## src/rtl/key_extractor_if.sv

```systemverilog
// Packet-memory read port owned by the key extractor.
// Shared bus macros are provided here when the surrounding build has not defined them.
`ifndef WORD_WIDTH
`define WORD_WIDTH 32
`endif
`ifndef NUM_HEADERS
`define NUM_HEADERS 2
`endif
`ifndef ADDR_W
`define ADDR_W 32
`endif
`ifndef ADDR_BUS
`define ADDR_BUS `ADDR_W-1:0
`endif
`ifndef DATA_BUS
`define DATA_BUS 31:0
`endif
`ifndef NO_HEADER
`define NO_HEADER 32'hFFFF_FFFF
`endif
`ifndef FALSE
`define FALSE 1'b0
`endif
`ifndef TRUE
`define TRUE 1'b1
`endif
`ifndef ZERO_WORD
`define ZERO_WORD 32'h0000_0000
`endif
`ifndef ZERO_ADDR
`define ZERO_ADDR 32'h0000_0000
`endif

interface key_extractor_if;
    logic             mem_ce_o;
    logic             mem_we_o;
    logic [`ADDR_BUS] mem_addr_o;
    logic [3:0]       mem_width_o;
    logic [`DATA_BUS] mem_data_o;
    logic [`DATA_BUS] mem_data_i;

    modport master (
        output mem_ce_o, mem_we_o, mem_addr_o, mem_width_o, mem_data_o,
        input  mem_data_i
    );
    modport slave (
        input  mem_ce_o, mem_we_o, mem_addr_o, mem_width_o, mem_data_o,
        output mem_data_i
    );
endinterface

```

## src/rtl/key_extractor.sv

```systemverilog
// Reads ethertype / IPv4 proto / src / dst from packet memory and builds the match key.
// Optional KEY_L4_PORTS_EN appends the TCP/UDP port word (KEY_W = 128).
`ifndef WORD_WIDTH
`define WORD_WIDTH 32
`endif
`ifndef NUM_HEADERS
`define NUM_HEADERS 2
`endif
`ifndef ADDR_W
`define ADDR_W 32
`endif
`ifndef NO_HEADER
`define NO_HEADER 32'hFFFF_FFFF
`endif
`ifndef FALSE
`define FALSE 1'b0
`endif
`ifndef ZERO_WORD
`define ZERO_WORD 32'h0000_0000
`endif

module key_extractor #(
    parameter int ETH_TYPE_OFF = 12,
    parameter int IP_PROTO_OFF = 9,
    parameter int IP_SRC_OFF   = 12,
    parameter int IP_DST_OFF   = 16,
    parameter int IP_HDR_LEN   = 20,
`ifdef KEY_L4_PORTS_EN
    parameter int KEY_W        = 128
`else
    parameter int KEY_W        = 96
`endif
) (
    input  logic                                  clk,
    input  logic                                  rst,
    input  logic                                  start_i,
    input  logic [`WORD_WIDTH*`NUM_HEADERS-1:0]   parsed_hdrs_i,
    key_extractor_if.master                       mem,
    output logic                                  ready_o,
    output logic                                  eth_valid_o,
    output logic                                  ip_valid_o,
    output logic [KEY_W-1:0]                      key_o
);
    localparam int AW = `ADDR_W;
    localparam int WW = `WORD_WIDTH;

    typedef logic [AW-1:0] addr_t;
    typedef logic [WW-1:0] word_t;

    typedef enum logic [2:0] {FREE, ETH, PROTO, SRC, DST, L4, DONE} state_t;

    typedef struct packed {
        logic        ce;
        addr_t       addr;
        logic        ready;
        logic        eth_v;
        logic        ip_v;
        logic [15:0] ethertype;
        logic [7:0]  proto;
        logic [31:0] ip_src;
        logic [31:0] ip_dst;
`ifdef KEY_L4_PORTS_EN
        logic [31:0] l4;
`endif
        word_t       eth_base;
        word_t       ip_base;
    } regs_t;

    state_t state_q, state_d;
    regs_t  r_q, r_d;
    word_t  eth_in, ip_in;

    // eth_base occupies the upper word of the parser's header table
    assign eth_in = parsed_hdrs_i[WW*`NUM_HEADERS-1 -: WW];
    assign ip_in  = parsed_hdrs_i[WW*(`NUM_HEADERS-1)-1 -: WW];

    always_ff @(posedge clk) begin
        if (rst) begin
            state_q <= FREE;
            r_q     <= '0;
        end else begin
            state_q <= state_d;
            r_q     <= r_d;
        end
    end

    always_comb begin
        state_d = state_q;
        r_d     = r_q;
        case (state_q)
            FREE: begin
                if (start_i) begin
                    r_d          = '0;
                    r_d.eth_base = eth_in;
                    r_d.ip_base  = ip_in;
                    if (eth_in == `NO_HEADER) begin
                        r_d.ready = 1'b1;
                        state_d   = DONE;
                    end else begin
                        r_d.ce   = 1'b1;
                        r_d.addr = addr_t'(eth_in) + addr_t'(ETH_TYPE_OFF);
                        state_d  = ETH;
                    end
                end
            end
            ETH: begin
                r_d.ethertype = mem.mem_data_i[31:16];
                r_d.eth_v     = 1'b1;
                if (r_q.ip_base == `NO_HEADER) begin
                    r_d.ce    = 1'b0;
                    r_d.ready = 1'b1;
                    state_d   = DONE;
                end else begin
                    r_d.addr = addr_t'(r_q.ip_base) + addr_t'(IP_PROTO_OFF);
                    state_d  = PROTO;
                end
            end
            PROTO: begin
                r_d.proto = mem.mem_data_i[31:24];
                r_d.addr  = addr_t'(r_q.ip_base) + addr_t'(IP_SRC_OFF);
                state_d   = SRC;
            end
            SRC: begin
                r_d.ip_src = mem.mem_data_i;
                r_d.addr   = addr_t'(r_q.ip_base) + addr_t'(IP_DST_OFF);
                state_d    = DST;
            end
            DST: begin
                r_d.ip_dst = mem.mem_data_i;
                r_d.ip_v   = 1'b1;
`ifdef KEY_L4_PORTS_EN
                if (r_q.proto == 8'd6 || r_q.proto == 8'd17) begin
                    r_d.addr = addr_t'(r_q.ip_base) + addr_t'(IP_HDR_LEN);
                    state_d  = L4;
                end else begin
                    r_d.ce    = 1'b0;
                    r_d.ready = 1'b1;
                    state_d   = DONE;
                end
`else
                r_d.ce    = 1'b0;
                r_d.ready = 1'b1;
                state_d   = DONE;
`endif
            end
`ifdef KEY_L4_PORTS_EN
            L4: begin
                r_d.l4    = mem.mem_data_i;
                r_d.ce    = 1'b0;
                r_d.ready = 1'b1;
                state_d   = DONE;
            end
`endif
            DONE: begin
                if (!start_i) begin
                    r_d.ready = 1'b0;
                    state_d   = FREE;
                end
            end
            default: begin
                r_d.ce    = 1'b0;
                r_d.ready = 1'b0;
                state_d   = FREE;
            end
        endcase
    end

    assign mem.mem_ce_o    = r_q.ce;
    assign mem.mem_we_o    = `FALSE;
    assign mem.mem_addr_o  = r_q.addr;
    assign mem.mem_width_o = r_q.ce ? 4'd4 : 4'd0;
    assign mem.mem_data_o  = `ZERO_WORD;

    assign ready_o     = r_q.ready;
    assign eth_valid_o = r_q.eth_v;
    assign ip_valid_o  = r_q.ip_v;
`ifdef KEY_L4_PORTS_EN
    assign key_o = {r_q.ethertype, r_q.proto, 8'h00, r_q.ip_src, r_q.ip_dst, r_q.l4};
`else
    assign key_o = {r_q.ethertype, r_q.proto, 8'h00, r_q.ip_src, r_q.ip_dst};
`endif
endmodule

```

## src/flat_wrapper.sv

```systemverilog
// flat-port wrapper written by rule: the top's interface ports become plain ports
module key_extractor_flat 
#(
    parameter int ETH_TYPE_OFF = 12,
    parameter int IP_PROTO_OFF = 9,
    parameter int IP_SRC_OFF   = 12,
    parameter int IP_DST_OFF   = 16,
    parameter int IP_HDR_LEN   = 20,

    parameter int KEY_W        = 96

)
  (clk, rst, start_i, parsed_hdrs_i, ready_o, eth_valid_o, ip_valid_o, key_o, mem_mem_ce_o, mem_mem_we_o, mem_mem_addr_o, mem_mem_width_o, mem_mem_data_o, mem_mem_data_i);
  key_extractor_if mem_i ();
  input  logic clk;
  input  logic rst;
  input  logic start_i;
  input  logic [`WORD_WIDTH*`NUM_HEADERS-1:0] parsed_hdrs_i;
  output logic ready_o;
  output logic eth_valid_o;
  output logic ip_valid_o;
  output logic [KEY_W-1:0] key_o;
  output wire logic [$bits(mem_i.mem_ce_o)-1:0] mem_mem_ce_o;
  output wire logic [$bits(mem_i.mem_we_o)-1:0] mem_mem_we_o;
  output wire logic [$bits(mem_i.mem_addr_o)-1:0] mem_mem_addr_o;
  output wire logic [$bits(mem_i.mem_width_o)-1:0] mem_mem_width_o;
  output wire logic [$bits(mem_i.mem_data_o)-1:0] mem_mem_data_o;
  input wire logic [$bits(mem_i.mem_data_i)-1:0] mem_mem_data_i;
  assign mem_mem_ce_o = mem_i.mem_ce_o;
  assign mem_mem_we_o = mem_i.mem_we_o;
  assign mem_mem_addr_o = mem_i.mem_addr_o;
  assign mem_mem_width_o = mem_i.mem_width_o;
  assign mem_mem_data_o = mem_i.mem_data_o;
  assign mem_i.mem_data_i = mem_mem_data_i;
  key_extractor #(.ETH_TYPE_OFF(ETH_TYPE_OFF), .IP_PROTO_OFF(IP_PROTO_OFF), .IP_SRC_OFF(IP_SRC_OFF), .IP_DST_OFF(IP_DST_OFF), .IP_HDR_LEN(IP_HDR_LEN), .KEY_W(KEY_W)) u_core (.clk(clk), .rst(rst), .start_i(start_i), .parsed_hdrs_i(parsed_hdrs_i), .mem(mem_i), .ready_o(ready_o), .eth_valid_o(eth_valid_o), .ip_valid_o(ip_valid_o), .key_o(key_o));
endmodule
```

## config.mk

```make
export PLATFORM = sky130hd
export DESIGN_NAME = key_extractor_flat
export DESIGN_NICKNAME = d
export VERILOG_FILES = /design/src/rtl/key_extractor_if.sv /design/src/rtl/key_extractor.sv /design/src/flat_wrapper.sv
export SDC_FILE = /design/constraint.sdc
export NUM_CORES = 1
export LEC_CHECK = 0
export CAP_MARGIN = 10
export CORE_ASPECT_RATIO = 1.25
export CORE_UTILIZATION = 52
export DETAILED_ROUTE_END_ITERATION = 7
export PLACE_DENSITY_LB_ADDON = 0.08
export SYNTH_ARGS = -nofsm -noshare
export SYNTH_HDL_FRONTEND = slang
export SYNTH_SLANG_ARGS = --single-unit
```

## constraint.sdc

```tcl
create_clock -name clk -period 3.75 [get_ports clk]
set_input_delay 0.75 -clock clk [delete_from_list [all_inputs] [get_ports clk]]
set_output_delay 0.75 -clock clk [all_outputs]
set_load 0.01 [all_outputs]
```

## Word level (Yosys, flattened, before mapping)

Index checks and enable logic that the tools add are counted.

- Input bits: 99
- Register bits: 191
- Logic and storage cells: 68
- Output and inout port bits: 169

- Add/sub/neg operators: 4
- Multiplexer cells: 22
- Equality and inequality tests: 11
- Reductions and logical operators: 17
- Bitwise gates (word level): 2

Operator list:

| operator | count |
|---|---|
| $mux W188 | 1 |
| $pmux W32 S2 | 2 |
| $pmux W32 S4 | 1 |
| $add A32 B4 Y32 const B | 3 |
| $eq A32 B32 Y1 const B | 2 |
| $mux W33 | 1 |
| $add A32 B5 Y32 const B | 1 |
| $mux W32 | 1 |
| $pmux W16 S2 | 1 |
| $pmux W3 S6 | 1 |
| $pmux W8 S2 | 1 |
| $mux W3 | 5 |
| $reduce_and A2 Y1 | 6 |
| $reduce_bool A2 Y1 | 4 |
| $eq A3 B2 Y1 const B | 2 |
| $eq A3 B3 Y1 const B | 2 |
| $ne A2 B2 Y1 const B | 3 |
| $reduce_and A3 Y1 | 2 |
| $pmux W1 S5 | 1 |
| $mux W1 | 4 |
| $pmux W1 S2 | 2 |
| $reduce_and A4 Y1 | 1 |
| $reduce_bool A4 Y1 | 1 |
| $eq A3 B1 Y1 const B | 1 |
| 6 further kinds | 7 |

## Longest topological paths before layout

- Depth in word-level cells: 4
- Depth in mapped cells: 10
- Depth with buffers taken out: 8

## Least setup slack after synthesis

Ideal clock, no wire load.

- Path type: input-to-reg
- Start point: input parsed_hdrs_i[45]
- End point: register u_core.r_q, in the netlist u_core.mem.mem_addr_o[4]
- Stages on the path: 8
- Arrival: 2.508 ns
- Setup time: 0.132 ns
- Setup slack: 1.110 ns
- Data required time: 3.618 ns
- Path buffers: 2
- Cell sequence: nand3_1 -> or4_1 -> clkbuf_1 -> nor3_4 -> nor2_1 -> buf_2 -> a221oi_1 -> nor3_1

- Longest elaborated chain between the ends: 4

RTL lines:

| element | line | RTL |
|---|---|---|
| start: declaration | flat_wrapper.sv:18 | `` input logic [`WORD_WIDTH*`NUM_HEADERS-1:0] parsed_hdrs_i; `` |
| $eq A32 B32 Y1 (no source line) | n/a |  |
| $mux W33 | key_extractor.sv:96 | `` if (eth_in == `NO_HEADER) begin `` |
| $mux W188 | key_extractor.sv:92 | `if (start_i) begin` |
| $pmux W32 S4 | key_extractor.sv:90 | `case (state_q)` |
| end signal: assignment | key_extractor.sv:83 | `r_q <= r_d;` |
| end: declaration | key_extractor.sv:70 | `regs_t r_q, r_d;` |

Every way passes these cells. The select of a mux whose other input is x is not followed.
A chain may end at the register's enable or synchronous reset.

## Worst setup path in the final report

- Start point: input parsed_hdrs_i[44]
- End point: register u_core.r_q, in the netlist u_core.mem.mem_addr_o[17]

- Longest elaborated chain between the ends: 4
- Elaborated cells on any way between the ends: 5
- Those cells by class: 1 x add/sub; 1 x eq/ne; 3 x mux

RTL lines:

| element | line |
|---|---|
| $add A32 B4 Y32 / $eq A32 B32 Y1 (equally long branches) | n/a |
| $mux W33 (*) | key_extractor.sv:96 |
| $mux W188 (*) | key_extractor.sv:92 |
| $pmux W32 S4 (*) | key_extractor.sv:90 |

Mark *: on every way between the ends. The rest lies on a longest branch, timed or not. The select of a mux whose other input is x is not followed.

==> out/metrics.cfg <==
[pwr]
powerDensity_nw_per_um2 = 480
total_power_mw = 5.21
power_leakage_nw = 3.98
ir_drop_mv = 0.355

[sta]
max-slew-margin-rel = 0.350
tightest_slew_ns = 0.972
fin_worst_skew_ns = 0.00901
grt_setup_unrepaired = no
max_freq_mhz = 333
fin_ws_ns = 0.746
drv_slew = 0
finalSetupTns_ns = 0
final-hold-violation-count = 0
fin_crit_sh = 0.801
setup_violations = 0
period_needed_ns = 3.00

[placed_design]
portBuffers = 223
place_hpwl_mm = 17.8
post-place-ws_ns = 0.336
post_dp_cell_area_um2 = 10200
gp_congestion = 0.918

[yosys]
ys_types = 66
synth_seq_cells = 159
avgSynthCellArea_um2 = 7.97
synth_most_common_cell = buf_4
synth_cells = 1107
synth-edff-count = 0
synth_top_area_cell = dfxtp_1
ys_seq_area_frac = 0.361
yosysWarnings = 0
synthFlopType = dfxtp_1
synth_top_area_share = 0.361
ys_top_cells_by_area = dfxtp_1 36%, buf_4 14%, a22oi_1 8.3%
async_flop_share = 0
yosys-top-cells-count = 166 x buf_4, 159 x dfxtp_1, 156 x nor2_1, 99 x nand2_1, 97 x a22oi_1
syn_area_um2 = 8820

[layout]
drive_above_1_share = 0.0712
nNetsFinal = 1286
nFillCells = 1479
n_antenna_cell = 0
final_cell_area_um2 = 10900
seqCellArea_um2 = 3180
area_delta_synth_final_pct = 23.0
multi_input_area_um2 = 4280

[worst_hold_path]
hold_depth = 2
min_to = u_core.eth_valid_o
hp-class = register to register
hp-start = u_core.eth_valid_o

[floorplan]
dieArea_um2 = 17500
die_h_um = 148
die_x_um = 119
core-area_um2 = 16400
io_pins = 268
initial_utilization = 0.538
rows = 52

[critical_path]
cp_slowest_stage_delay_ns = 0.73
crit_type = input pin to register
path_delay_family = simple AND/OR/NAND/NOR gates
r2r_cells = 6
cp.required_ns = 4.04
critPathArrivalTime_ns = 3.29
crit_buf_inv = 2
crit_path_top_delay_cell = or4_1
crit_fanout = 15
cp-start-kind = input pin
ff2ff_setup_slack_ns = 0.95
crit_chain = clkdlybuf4s50_1 -> nand3_1 -> or4_1 -> nor3_4 -> nor2_1 -> buf_4 -> a221oi_1 -> a211oi_1
reg2reg_to = u_core.mem.mem_addr_o[23]
rr_startpoint = u_core.state_q[0]
end_kind = register

[global_routing]
antenna_found_initial = 0
grt_max_degree = 76
grt_pass1_wl_mm = 39.2
grt_pass1_vias = 7489
grt_usage = 0.282
gr-total-overflow = 0

[clock_tree]
clk_pin_slew_ns = 0.06
cts_buffer_depth = 2
cts_tree = yes
root_buffer = clkbuf_16
cts_resized = 0
ctsHtreeMaxLevel = 4
cts_made_buffers = 17
postCtsSetupRepairBufs = 0
clock_sinks = 159
clock_latency_ns = 0.42
cts_hold_buffers = 0

[routing]
drt-total-wl_mm = 24.9
firstDrtPassIters = 5
drtIter0Drc = 518
ant_nets = 0
wl_per_cell_um = 17.7
vias = 7959
drc_errors = 0
vias_per_cell = 5.65

[job]
maxCapViolCount = 0

[outcome]
status = finished, final reports clean

## layout make-up
cell class / count / area share
Tap cell: 216 / 0.0249
Inverter: 8 / 0.00277
Timing Repair Buffer: 249 / 0.225
Clock buffer: 18 / 0.0405
Multi-Input combinational cell: 745 / 0.394
Clock inverter: 14 / 0.0199
Sequential cell: 159 / 0.293
## tightest hold or removal path, delay by kind of cell (launching register included)
kind	cells	cell delay [ns]
simple gates	1	0.05
flops	1	0.31
compound gates	1	0.05
## power by group
part	internal (mW)	total, mW	switching [mW]
clock network	1.16	1.92	0.758
registers	1.84	1.98	0.138
logic	0.575	1.31	0.738
## kinds of logic after synthesis
logic type,Yosys count,share of synthesized area
and+or+nand+nor,396,0.209
AOI/OAI and AO/OA,266,0.212
muxes,1,0.00113
DFF,159,0.361
other,1,0.000425
adders and majority gates,7,0.00992
buffers and inverters,246,0.176
xor gates and xnor gates,31,0.0308
## registers in the layout (all words and copies together), names as in the netlist
name	count
u_core.state_q	3
u_core.ip_valid_o	1
u_core.eth_valid_o	1
u_core.key_o	88
u_core.mem.mem_ce_o	1
u_core.r_q	32
u_core.mem.mem_addr_o	32
u_core.ready_o	1
## per-stage QoR
step / hold WS [ns] / util / std cells
3_5_place_dp: 0.458 / 0.622 / 1377
5_1_grt: 0.489 / 0.662 / 1409
3_3_place_gp: 0.449 / 0.622 / 1377
4_1_cts: 0.473 / 0.662 / 1409
6_report: 0.468 / 0.662 / 1409
2_1_floorplan: 0.454 / - / 1150
## layer usage
layer  wire [um]  track usage  up-vias
met3        1850       0.0791       42
li1            -            -     3875
met4         585        0.107        0
met2       12500        0.486      292
met5           0            0        -
met1       10000        0.332     3750
## worst max-delay path by stage
stage / start / endpoint / slack, ns / cells past startpoint
floorplan: parsed_hdrs_i[45] / u_core.mem.mem_addr_o[4] / 1.11 / 8
global placement: parsed_hdrs_i[44] / u_core.mem.mem_addr_o[17] / 0.37 / 8
detailed placement: parsed_hdrs_i[44] / u_core.mem.mem_addr_o[17] / 0.34 / 8
CTS: parsed_hdrs_i[44] / u_core.mem.mem_addr_o[17] / 0.77 / 8
global route: parsed_hdrs_i[44] / u_core.mem.mem_addr_o[17] / 0.55 / 8
finish: parsed_hdrs_i[44] / u_core.mem.mem_addr_o[17] / 0.75 / 8
## placed cells by master, fill, tap and decap left out, types with 12 or more instances in the layout
cell type and n:
clkdlybuf4s50_1 222, nor3_1 33, clkbuf_16 17, xor2_1 18, nand3_1 28, nor4_1 12
nand2_1 99, nor2_1 152, xnor2_1 13, conb_1 44, o21ai_0 22, a22oi_1 97
buf_4 26, a211oi_1 24, dfxtp_1 159, a21oi_1 53
(Power assumes the default switching activity.)
